### src/rtl/ram8_8_arb.sv
// ram8_8_arb: two-client round-robin arbiter that serializes read/write requests onto a single-port 8x8 RAM
module ram8_8_arb #(
  parameter int ADDR_W = 3,
  parameter int DATA_W = 8
) (
  input  logic              i_clk,
  input  logic              i_rst_n,
  input  logic              i_req0,
  input  logic              i_req1,
  input  logic              i_we0,
  input  logic              i_we1,
  input  logic [ADDR_W-1:0] i_addr0,
  input  logic [ADDR_W-1:0] i_addr1,
  input  logic [DATA_W-1:0] i_wdata0,
  input  logic [DATA_W-1:0] i_wdata1,
  output logic              o_gnt0,
  output logic              o_gnt1,
  output logic              o_ack0,
  output logic              o_ack1,
  output logic [DATA_W-1:0] o_rdata0,
  output logic [DATA_W-1:0] o_rdata1,
  output logic              o_ram_wr,
  output logic              o_ram_rd,
  output logic [ADDR_W-1:0] o_ram_add,
  output logic [DATA_W-1:0] o_ram_data_in,
  input  logic [DATA_W-1:0] i_ram_data_out
);
  typedef enum logic [1:0] {IDLE, ISSUE, RDWAIT} state_t;
  state_t              r_state, w_next;
  logic                r_ptr, r_win, r_we;
  logic                r_gnt0, r_gnt1, r_ack0, r_ack1, r_ram_wr, r_ram_rd;
  logic [ADDR_W-1:0]   r_ram_add;
  logic [DATA_W-1:0]   r_ram_data_in, r_rdata0, r_rdata1;
  logic                w_any, w_win, w_sel_we, w_issue, w_done;
  logic [ADDR_W-1:0]   w_sel_addr;
  logic [DATA_W-1:0]   w_sel_wdata;
  logic                w_gnt0, w_gnt1, w_ack0, w_ack1, w_wr, w_rd;
  logic [ADDR_W-1:0]   w_add;
  logic [DATA_W-1:0]   w_din, w_rdata0, w_rdata1;
  assign w_any       = i_req0 | i_req1;
  assign w_win       = (i_req0 & i_req1) ? r_ptr : i_req1;
  assign w_sel_we    = w_win ? i_we1 : i_we0;
  assign w_sel_addr  = w_win ? i_addr1 : i_addr0;
  assign w_sel_wdata = w_win ? i_wdata1 : i_wdata0;
  assign w_issue     = (r_state == IDLE) & w_any;
  assign w_done      = ((r_state == ISSUE) & r_we) | (r_state == RDWAIT);
  // state register, winner latch and round-robin pointer (pointer moves to the loser once the command is issued)
  always_ff @(posedge i_clk or negedge i_rst_n) begin
    if (!i_rst_n) begin
      r_state <= IDLE;
      r_ptr   <= 1'b0;
      r_win   <= 1'b0;
      r_we    <= 1'b0;
    end else begin
      r_state <= w_next;
      if (w_issue) begin
        r_win <= w_win;
        r_we  <= w_sel_we;
      end
      if (r_state == ISSUE) r_ptr <= ~r_win;
    end
  end
  // next state: writes finish straight after ISSUE, reads wait one cycle for the RAM's registered output
  always_comb begin
    w_next = (r_state == IDLE)  ? (w_any ? ISSUE : IDLE) :
             (r_state == ISSUE) ? (r_we ? IDLE : RDWAIT) : IDLE;
  end
  // next values of the registered outputs
  always_comb begin
    w_gnt0   = w_issue & ~w_win;
    w_gnt1   = w_issue & w_win;
    w_wr     = w_issue & w_sel_we;
    w_rd     = w_issue & ~w_sel_we;
    w_ack0   = w_done & ~r_win;
    w_ack1   = w_done & r_win;
    w_add    = w_issue ? w_sel_addr : r_ram_add;
    w_din    = w_issue ? w_sel_wdata : r_ram_data_in;
    w_rdata0 = ((r_state == RDWAIT) & ~r_win) ? i_ram_data_out : r_rdata0;
    w_rdata1 = ((r_state == RDWAIT) & r_win) ? i_ram_data_out : r_rdata1;
  end
  // output registers; reset drops any in-flight strobe immediately
  always_ff @(posedge i_clk or negedge i_rst_n) begin
    if (!i_rst_n) begin
      r_gnt0        <= 1'b0;
      r_gnt1        <= 1'b0;
      r_ack0        <= 1'b0;
      r_ack1        <= 1'b0;
      r_ram_wr      <= 1'b0;
      r_ram_rd      <= 1'b0;
      r_ram_add     <= '0;
      r_ram_data_in <= '0;
      r_rdata0      <= '0;
      r_rdata1      <= '0;
    end else begin
      r_gnt0        <= w_gnt0;
      r_gnt1        <= w_gnt1;
      r_ack0        <= w_ack0;
      r_ack1        <= w_ack1;
      r_ram_wr      <= w_wr;
      r_ram_rd      <= w_rd;
      r_ram_add     <= w_add;
      r_ram_data_in <= w_din;
      r_rdata0      <= w_rdata0;
      r_rdata1      <= w_rdata1;
    end
  end
  assign o_gnt0        = r_gnt0;
  assign o_gnt1        = r_gnt1;
  assign o_ack0        = r_ack0;
  assign o_ack1        = r_ack1;
  assign o_ram_wr      = r_ram_wr;
  assign o_ram_rd      = r_ram_rd;
  assign o_ram_add     = r_ram_add;
  assign o_ram_data_in = r_ram_data_in;
  assign o_rdata0      = r_rdata0;
  assign o_rdata1      = r_rdata1;
endmodule

### config.mk
export PLATFORM = sky130hd
export DESIGN_NAME = ram8_8_arb
export DESIGN_NICKNAME = d
export VERILOG_FILES = /design/src/rtl/ram8_8_arb.sv
export SDC_FILE = /design/constraint.sdc
export NUM_CORES = 1
export LEC_CHECK = 0
export ABC_CLOCK_PERIOD_IN_PS = 1300
export CORE_UTILIZATION = 37
export DETAILED_ROUTE_END_ITERATION = 10
export HOLD_SLACK_MARGIN = 0.05
export PLACE_DENSITY = 0.75
export REMOVE_ABC_BUFFERS = 1
export SYNTH_ARGS = -nofsm -noshare
export SYNTH_HDL_FRONTEND = slang
export SYNTH_SLANG_ARGS = --single-unit
### constraint.sdc
create_clock -name i_clk -period 1.3 [get_ports i_clk]
set_input_delay 0.325 -clock i_clk [delete_from_list [all_inputs] [get_ports i_clk]]
set_output_delay 0.325 -clock i_clk [all_outputs]
set_load 0.05 [all_outputs]
* After elaboration in Yosys (flattened, before gate mapping)
Cells that the tools add are included.
** Word-level totals
- Register bits :: 38
- Output and inout port bits :: 33
- Word-level logic and storage cells :: 41
** Operators by class
- Eq/ne operators :: 2
- Multiplexer cells :: 8
- Bitwise operators :: 16
- Reductions and logical operators :: 1
** Operators with widths (number)
- $and 1x1->1 :: 11
- $mux 8 :: 1
- $mux 2 :: 3
- $mux 1 :: 3
- $mux 3 :: 1
- $not 1->1 :: 3
- $eq 2x1->1 const B :: 1
- $eq 2x2->1 const B :: 1
- $logic_not 2->1 :: 1
- $or 1x1->1 :: 2

* Longest topological paths before layout
Gate-level depths: netlist of run 1.
- Word-level depth :: 5
- Mapped depth :: 5
- Mapped depth without buffers :: 4

* Worst setup path before layout of run 1
No wires, ideal clock.
- Kind :: register to register
- Start point :: register r_state[1]
- End point :: register r_rdata0[0] (netlist: o_rdata0[0])
- Arrival time :: 1154 ps
- Data required time :: 1173 ps
- Slack :: 18 ps
- Stages on the path, launching flop included :: 5
- Buffers on the path :: 1
- Clock period less this slack :: 1282 ps
- Path through :: dfrtp_1 nor2b_2 nor2b_1 buf_6 mux2_1
** Between the ends
- Word-level cells in the longest chain between the ends :: 2
** RTL lines
- from (decl) :: RTL line 29 : state_t r_state, w_next;
- from (signal assigned) :: RTL line 55 : r_state <= w_next;
- $eq 2x2->1 :: RTL line 78 : w_rdata0 = ((r_state == RDWAIT) & ~r_win) ? i_ram_data_out : r_rdata0;
- $and 1x1->1 :: RTL line 78
- to (signal assigned) :: RTL line 103 : r_rdata0 <= w_rdata0;
- to (decl) :: RTL line 33 : logic [DATA_W-1:0] r_ram_data_in, r_rdata0, r_rdata1;
Every way passes these cells.
A chain may end at the register's enable or synchronous reset.

* Worst setup path in the final report of run 1
- Start point :: register r_state[1]
- End point :: register r_ram_data_in[6] (netlist: o_ram_data_in[6])
** Between the ends
- Word-level cells in the longest chain between the ends :: 2
** RTL lines
- $logic_not 2->1 :: RTL line 45 : assign w_issue = (r_state == IDLE) & w_any;
- $and 1x1->1 :: RTL line 45
- to (signal assigned) :: RTL line 102 : r_ram_data_in <= w_din;
- to (decl) :: RTL line 33
Every way passes these cells.

==> metrics, run 1 <==
CP max stage cell=dfrtp_1; violated checks=negative setup slack; DP Area=0.00265 mm2; Register Area=952 um2; critical path class=flop to flop; setup ws final=-0.0652 ns; Critical Path Start Type=flop; uppermost layer routed=met4; WL met2=1790 um; async set-reset flop share out of synthesis=100%; Fill cells=277; top-count cell post-synth=dfrtp_1; later-pin clock latency in the skew report=0.29 ns; Vias=1231; Layout Nets=229; Clock Sinks=38; RSZ-0062 raised after global routing=true; final core occ=71.4%; CP Cell Sequence=buf_6, nor2_4, o21ai_4, buf_12, a221o_1; first-pass GRT wire length=6240 um; synth top area cells=dfrtp_1 62%, a221o_1 7.2%, mux2_1 5.9%; GP Congestion=0.714; setup violators final=20; Post-Synth Simple-Gate Area=11.0%; Post-Route WL=3710 um; Synth Area in Adders=0%; arrival time at the worst endpoint=1.53 ns; YS warnings=0; Cell Area, Synth=0.00153 mm2; post-synthesis compound-gate area fraction=11.7%; Metal-1 WL=1530 um; number of synthesized flops with an enable pin=0; area of the multi-input gates=602 um2; number of I/O pins=69; TritonCTS Buffers=5; Die X=66.4 um; Peak supply drop=1.89 mV; slowest stage delay, CP=0.40 ns; max frequency=0.732 GHz; post-synth cell types=27; xor-xnor portion of the synthesized cell area=0%; ys flop type=dfrtp_1; critical path data required time=1.46 ns; drt drc=0; max_cap viols=0; Hold Crit Class=flop to flop; Antenna Violating Nets Remaining=0; Final Hold Vio Count=0; vias in the first global route=1232; H-tree Lvls=2; status=finished, violations left; final instance area=0.00286 mm2; share of cells above drive strength 1=40.4%; measured slew at the worst slew-check pin=0.396 ns; Seq cells post-synth=38; 1st-iter DRT viols=38; DR vias/cell=5.07; grt total ovfl=0; largest family of logic cells by synthesized area=compound AO/OA/AOI/OAI gates; WL/cell=15.3 um; row cnt=23; WL met3=358 um; antenna violations before repair=0; die height=66.4 um; dpl hpwl=2780 um; Worst Path Buf+Inv=2; crit path time final=1.37 ns; register area share after synthesis=62.0%; worst clock skew=0.00640 ns; CP max FO=11; Initial Util=38.3%; Antenna Cells=0; Synth top area share=62.0%; drt first pass iters=4; Cell Pwr Density=3020 mW/mm2; post-synth top area cell=dfrtp_1; CTS clk-pin slew, worst paths=0.07 ns; final period utilization=105%; Global Route Usage Sum=19.9%; # port buffers=68; TritonCTS clock tree=yes; post-synthesis mux area share=11.7%; die area=0.00441 mm2; Post-Syn Instances=108; largest net degree at the start of global routing=23; Post-synth top cells=38 x dfrtp_1, 11 x a221o_1, 11 x and3_1; Slew headroom=73.6%; Slew Limit Fails=0; Leak=1.30 nW; Synth Area per Inst=14.2 um2; root buffer cell=clkbuf_8; Syn-to-layout area delta=86.1%; Core Area=0.00400 mm2; critical path endpoint category=flop; CTS Buffer Depth=2; Total Power=8.61 mW; delay-heaviest family, CP=compound AO/OA/AOI/OAI gates
==> metal layers <==
metal | vias to the layer above | track usage [%]
met3 | 4 | 8.28
met4 | 0 | 6.38
met2 | 75 | 31.5
met1 | 587 | 24.4
met5 | - | 0
li1 | 565 | -
==> through the flow <==
| stage | TNS [ns] | setup slack (ns) | cells | hold slack (ns) |
|---|---|---|---|---|
| after detailed placement | -6.55 | -0.416 | 230 | 0.273 |
| after global routing | -1.93 | -0.117 | 243 | 0.500 |
| after floorplan | -2.38 | -0.195 | 103 | 0.0294 |
| after global placement | -5.23 | -0.344 | 230 | 0.268 |
| after CTS | -0.270 | -0.0450 | 243 | 0.472 |
| final | -0.768 | -0.0652 | 243 | 0.481 |
==> cells in the final DEF, fill, tap and decap left out, drive strengths merged <==
master	count
clkdlybuf4s50	32
nor2b	5
clkbuf	7
dfrtp	38
dlygate4sd3	1
o22a	1
o21ai	2
a21o	1
nand2	3
a21oi	1
o221ai	1
nor2	5
dlygate4sd2	2
a21boi	2
and3	12
inv	1
or2b	1
a221o	11
o21a	1
buf	48
and2	1
nand2b	1
mux2	16
==> final cells by class <==
| class | instances | area share (%) |
|---|---|---|
| clock buffer | 7 | 2.67 |
| inverter | 1 | 0.131 |
| multi-input combinational | 64 | 21.1 |
| sequential | 38 | 33.3 |
| tap | 50 | 2.19 |
| timing repair buffer | 83 | 40.6 |
==> power breakdown <==
| group | total, mW | switching (mW) | internal (mW) |
|---|---|---|---|
| Clock | 0.736 | 0.368 | 0.369 |
| Combinational | 5.47 | 2.58 | 2.89 |
| Sequential | 2.41 | 0.652 | 1.76 |
==> sequential cells by signal (all words and copies together) (netlist names), 2 cells and up <==
register,flops
o_ram_add,3
o_ram_data_in,8
o_rdata0,8
o_rdata1,8
r_state,2
==> what timing repair did <==
| action | 4_1_cts | 5_1_grt |
|---|---|---|
| pin swaps | 1 | 0 |
| gates resized for setup | 19 | 4 |
| hold endpoints to repair | 16 | 0 |
| hold buffers | 1 | 0 |
| endpoints found under the setup margin | 20 | 30 |
| buffers inserted | 5 | 0 |
==> final timing paths <==
path	from	to	slack [ns]	depth (start not counted)
worst min register to register	r_we	r_state[1]	0.48	1
max in group asynchronous	i_rst_n	r_state[0]	0.33	3
worst max-delay path	r_state[1]	o_ram_data_in[6]	-0.07	5
worst max register to register	r_state[1]	o_ram_data_in[6]	-0.07	5
min in group asynchronous	i_rst_n	o_rdata1[5]	0.53	2
worst min-delay path	r_we	r_state[1]	0.48	1
==> cells by family (layout without fill, tap and decap cells) <==
logic type	Yosys count	in the layout
flops	38	38
compound gates	20	20
buf+inv	6	91
simple gates	28	28
mux	16	16
(Power assumes the default switching activity.)
==> run 2: changes to the inputs <==
--- a/config.mk
+++ b/config.mk
@@ -9,7 +9,7 @@
 export CORE_UTILIZATION = 37
 export DETAILED_ROUTE_END_ITERATION = 10
 export HOLD_SLACK_MARGIN = 0.05
-export PLACE_DENSITY = 0.75
+export PLACE_DENSITY = 0.8
 export REMOVE_ABC_BUFFERS = 1
 export SYNTH_ARGS = -nofsm -noshare
 export SYNTH_HDL_FRONTEND = slang
==> run 2 against run 1 <==
  * Highest routed layer unchanged
  * Global-route usage shrank 1.2 points
  * Worst hold slack lost 0.41 ns
  * The run still ends with negative setup slack left
  * Clock skew grew 0.0030 ns
  * Routed wire length grew 0.32%
  * Final cell count shrank 2.5%
  * Largest power group unchanged
==> metrics, run 2 (same netlist as run 1, synthesis figures left out) <==
Final Hold Vio Count=0; critical path endpoint category=flop; number of I/O pins=69; Post-Route WL=3730 um; Peak supply drop=1.56 mV; Post CTS Setup Buffer Count=0; end of the worst register-to-register path=o_rdata0[1]; DP Area=0.00263 mm2; CTS Buffer Depth=2; grt total ovfl=0; crit path time final=1.35 ns; commonest non-fill, non-tap cells in the layout=36 x dfrtp_1, 34 x buf_12, 32 x clkdlybuf4s50_1, 11 x and3_1, 11 x a221o_1; critical path data required time=1.46 ns; drt first pass iters=4; row cnt=23; setup violators final=13; Leak=1.27 nW; Global Route Usage Sum=18.7%; first-pass GRT wire length=5930 um; commonest non-fill, non-tap cell in the layout=dfrtp_1; Antenna Cells=0; Initial Util=38.3%; Hold Crit Class=input pin to async pin; dpl hpwl=2710 um; Critical Path Start Type=flop; status=finished, violations left; Critical Path End=o_rdata0[1]; GP Congestion=0.699; 1st-iter DRT viols=23; TritonCTS clock tree=yes; largest net degree at the start of global routing=39; vias in the first global route=1219; grt met2 use=32.0%; critical path class=flop to flop; Core Area=0.00400 mm2; worst clock skew=0.00944 ns; Worst Setup SP=r_state[0]; placed cell count=230; Clock Sinks=38; Worst Reg-to-Reg Cells=4; violated checks=negative setup slack; reg2reg start=r_state[0]; dpl ws=-0.372 ns; WL/cell=15.7 um; Slew headroom=68.6%; Syn-to-layout area delta=80.8%; TritonCTS Buffers=5; CP max FO=8; Slew Limit Fails=0; GRT Max-Usage Layer=met2; max_cap viols=0; grt met3 use=5.86%; H-tree Lvls=2; CTS clk-pin slew, worst paths=0.07 ns; Vias=1193; non-filler cells, final=237; die height=66.4 um; Die X=66.4 um; reg-to-reg slack, setup=-0.05 ns; die area=0.00441 mm2; Total Power=8.46 mW; setup ws final=-0.0508 ns; DR vias/cell=5.03; measured slew at the worst slew-check pin=0.471 ns; share of cells above drive strength 1=40.6%; antenna violations before repair=0; Antenna Violating Nets Remaining=0; final instance area=0.00277 mm2; max frequency=0.740 GHz; final period utilization=104%; met1 usage=21.3%; Layout Nets=223; # port buffers=68; Cell Pwr Density=3050 mW/mm2; root buffer cell=clkbuf_8; arrival time at the worst endpoint=1.51 ns; RSZ-0062 raised after global routing=true; later-pin clock latency in the skew report=0.28 ns; Fill cells=271; drt drc=0
run 2: cell types whose count changed in the layout (fill, tap and decap cells not counted), sizes merged:
cell	previous run	this run
buf	48	43
clkbuf	7	5
clkinv	0	2
dlygate4sd3	1	0
run 2: metrics by stage:
step | hold slack (ns) | TNS (ns) | utilization (%)
3_3_place_gp | 0.383 | -4.55 | 65.8
2_1_floorplan | 0.0294 | -2.38 | -
4_1_cts | 0.0801 | -0.511 | 69.2
5_1_grt | 0.110 | -1.46 | 69.3
6_report | 0.0757 | -0.385 | 69.3
3_5_place_dp | 0.397 | -5.78 | 65.8
run 2: worst min path at each step:
stage                  from  slack (ns)  cells past startpoint       end
floorplan           i_rst_n        0.03                      0    o_ack0
global placement    i_rst_n        0.38                      2  o_ram_wr
detailed placement  i_rst_n        0.40                      2  o_ram_rd
CTS                 i_rst_n        0.08                      2  o_ram_rd
global route        i_rst_n        0.11                      2  o_ram_rd
finish              i_rst_n        0.08                      2  o_ram_wr
run 2: layout make-up:
type                    count  area [um2]  share of cell area, %
well taps                  50        62.6                   2.26
multi-input cells          64         584                   21.1
clock buffers               5        68.8                   2.48
inverters                   1        3.75                  0.135
clock inverters             2        10.0                  0.361
repair buffers             77        1090                   39.3
flip-flops and latches     38         953                   34.4
run 2: repair_timing:
action                     in CTS  in global routing
pin swaps                       1                  1
hold buffers                    0                  0
setup endpoints to repair      20                 22
resized for setup              16                  4
run 2: critical path, stage by stage (launching register included):
cell and delay, ns:
dfrtp_2 0.45, nor2b_4 0.15, nor2b_4 0.16, buf_8 0.15, mux2_4 0.31
run 2: power by group:
part	switching (mW)	total [mW]	internal [mW]	leakage, nW
registers	0.662	2.42	1.76	0.463
logic	2.53	5.29	2.75	0.760
clock network	0.390	0.750	0.360	0.0438
total	3.59	8.46	4.87	1.27
run 2: metal layers:
layer	wire length [um]	vias up
met5	0	-
met4	60	0
met3	290	7
met2	1850	67
met1	1530	569
li1	-	550
==> run 3: changes to the inputs <==
--- a/config.mk
+++ b/config.mk
@@ -14,3 +14,4 @@
 export SYNTH_ARGS = -nofsm -noshare
 export SYNTH_HDL_FRONTEND = slang
 export SYNTH_SLANG_ARGS = --single-unit
+export TNS_END_PERCENT = 50
==> run 3 against run 2 <==
  * The flow still finishes with violations (negative setup slack)
  * Die area is the same
  * Largest power group unchanged
  * Utilization is the same
  * Non-clock buffer count is the same
  * Sequential share of layout area is the same
  * Routed wire length grew 0.11%
  * Clock skew is essentially flat
==> metrics, run 3 (same netlist as run 1, synthesis figures left out) <==
die area=0.00441 mm2; number of I/O pins=69; Antenna Cells=0; die height=66.4 um; Final Hold Vio Count=0; max frequency=0.740 GHz; Slew headroom=68.6%; Vias=1188; worst clock skew=0.00942 ns; Initial Util=38.3%; commonest non-fill, non-tap cells in the layout=36 x dfrtp_1, 34 x buf_12, 32 x clkdlybuf4s50_1, 11 x and3_1, 11 x a221o_1; crit path time final=1.35 ns; critical path class=flop to flop; Peak supply drop=1.56 mV; TritonCTS Buffers=5; RSZ-0062 raised after global routing=true; Post CTS Setup Buffer Count=0; Syn-to-layout area delta=80.8%; drt drc=0; grt met3 use=5.86%; GP Congestion=0.699; Antenna Violating Nets Remaining=0; Hold Crit Class=input pin to async pin; Leak=1.27 nW; Layout Nets=223; grt total ovfl=0; first-pass GRT wire length=5930 um; commonest non-fill, non-tap cell in the layout=dfrtp_1; Total Power=8.46 mW; status=finished, violations left; later-pin clock latency in the skew report=0.28 ns; measured slew at the worst slew-check pin=0.471 ns; GRT Max-Usage Layer=met2; drt first pass iters=4; Critical Path Start Type=flop; setup ws final=-0.0507 ns; Core Area=0.00400 mm2; H-tree Lvls=2; vias in the first global route=1219; placed cell count=230; DR vias/cell=5.01; non-filler cells, final=237; grt met2 use=32.0%; met1 usage=21.3%; critical path endpoint category=flop; CP max FO=8; arrival time at the worst endpoint=1.51 ns; largest net degree at the start of global routing=39; 1st-iter DRT viols=23; # port buffers=68; root buffer cell=clkbuf_8; Die X=66.4 um; max_cap viols=0; WL/cell=15.7 um; CTS clk-pin slew, worst paths=0.07 ns; CTS Buffer Depth=2; Global Route Usage Sum=18.7%; critical path data required time=1.46 ns; dpl hpwl=2710 um; Worst Reg-to-Reg Cells=4; TritonCTS clock tree=yes; antenna violations before repair=0; Cell Pwr Density=3050 mW/mm2; final period utilization=104%; Clock Sinks=38; setup violators final=13; Slew Limit Fails=0; violated checks=negative setup slack; Post-Route WL=3730 um; row cnt=23; share of cells above drive strength 1=40.6%
[run 3: worst paths after layout]
check	startpoint	end	slack (ns)
min in group i_clk	r_we	r_state[1]	0.48
setup reg to reg	r_state[0]	o_rdata0[1]	-0.05
hold / removal	i_rst_n	o_ram_wr	0.08
setup / recovery	r_state[0]	o_rdata0[1]	-0.05
hold reg to reg	r_we	r_state[1]	0.48
max in group asynchronous	i_rst_n	r_state[0]	0.88
[run 3: area by class of cell]
cell class,count,area [um2]
fill,271,1230
timing repair buffer,77,1090
sequential,38,953
multi-input combinational,64,584
clock buffer,5,68.8
tap,50,62.6
clock inverter,2,10.0
inverter,1,3.75
[run 3: routing by layer]
layer	share of wire (%)	vias to the layer above	wire [um]
li1	-	550	-
met1	41	567	1530
met2	50	64	1850
met3	7.7	7	286
met4	1.6	0	60
met5	0	-	0
[run 3: critical path: stages (launching register included)]
cell and delay, ns:
dfrtp_2 0.45, nor2b_4 0.15, nor2b_4 0.16, buf_8 0.15, mux2_4 0.31
[run 3: timing repair]
| action | 4_1_cts | 5_1_grt |
|---|---|---|
| gates resized for setup | 16 | 4 |
| hold buffers | 0 | 0 |
| setup endpoints to repair | 20 | 22 |
| pin swaps | 1 | 1 |
[run 3: through the flow]
step                area (um2)  worst slack [ns]  hold WS (ns)  TNS [ns]  utilization (%)
global route              2770           -0.0965         0.110     -1.46             69.3
floorplan                 1480            -0.195        0.0294     -2.38                -
finish                    2770           -0.0507        0.0759    -0.384             69.3
global placement          2630            -0.298         0.383     -4.55             65.8
detailed placement        2630            -0.372         0.397     -5.78             65.8
CTS                       2770           -0.0390        0.0801    -0.511             69.2
[run 3: where the power goes]
group	total (mW)	internal [mW]	switching, mW
logic	5.29	2.75	2.54
clock network	0.750	0.360	0.390
registers	2.42	1.76	0.662
total	8.46	4.87	3.59
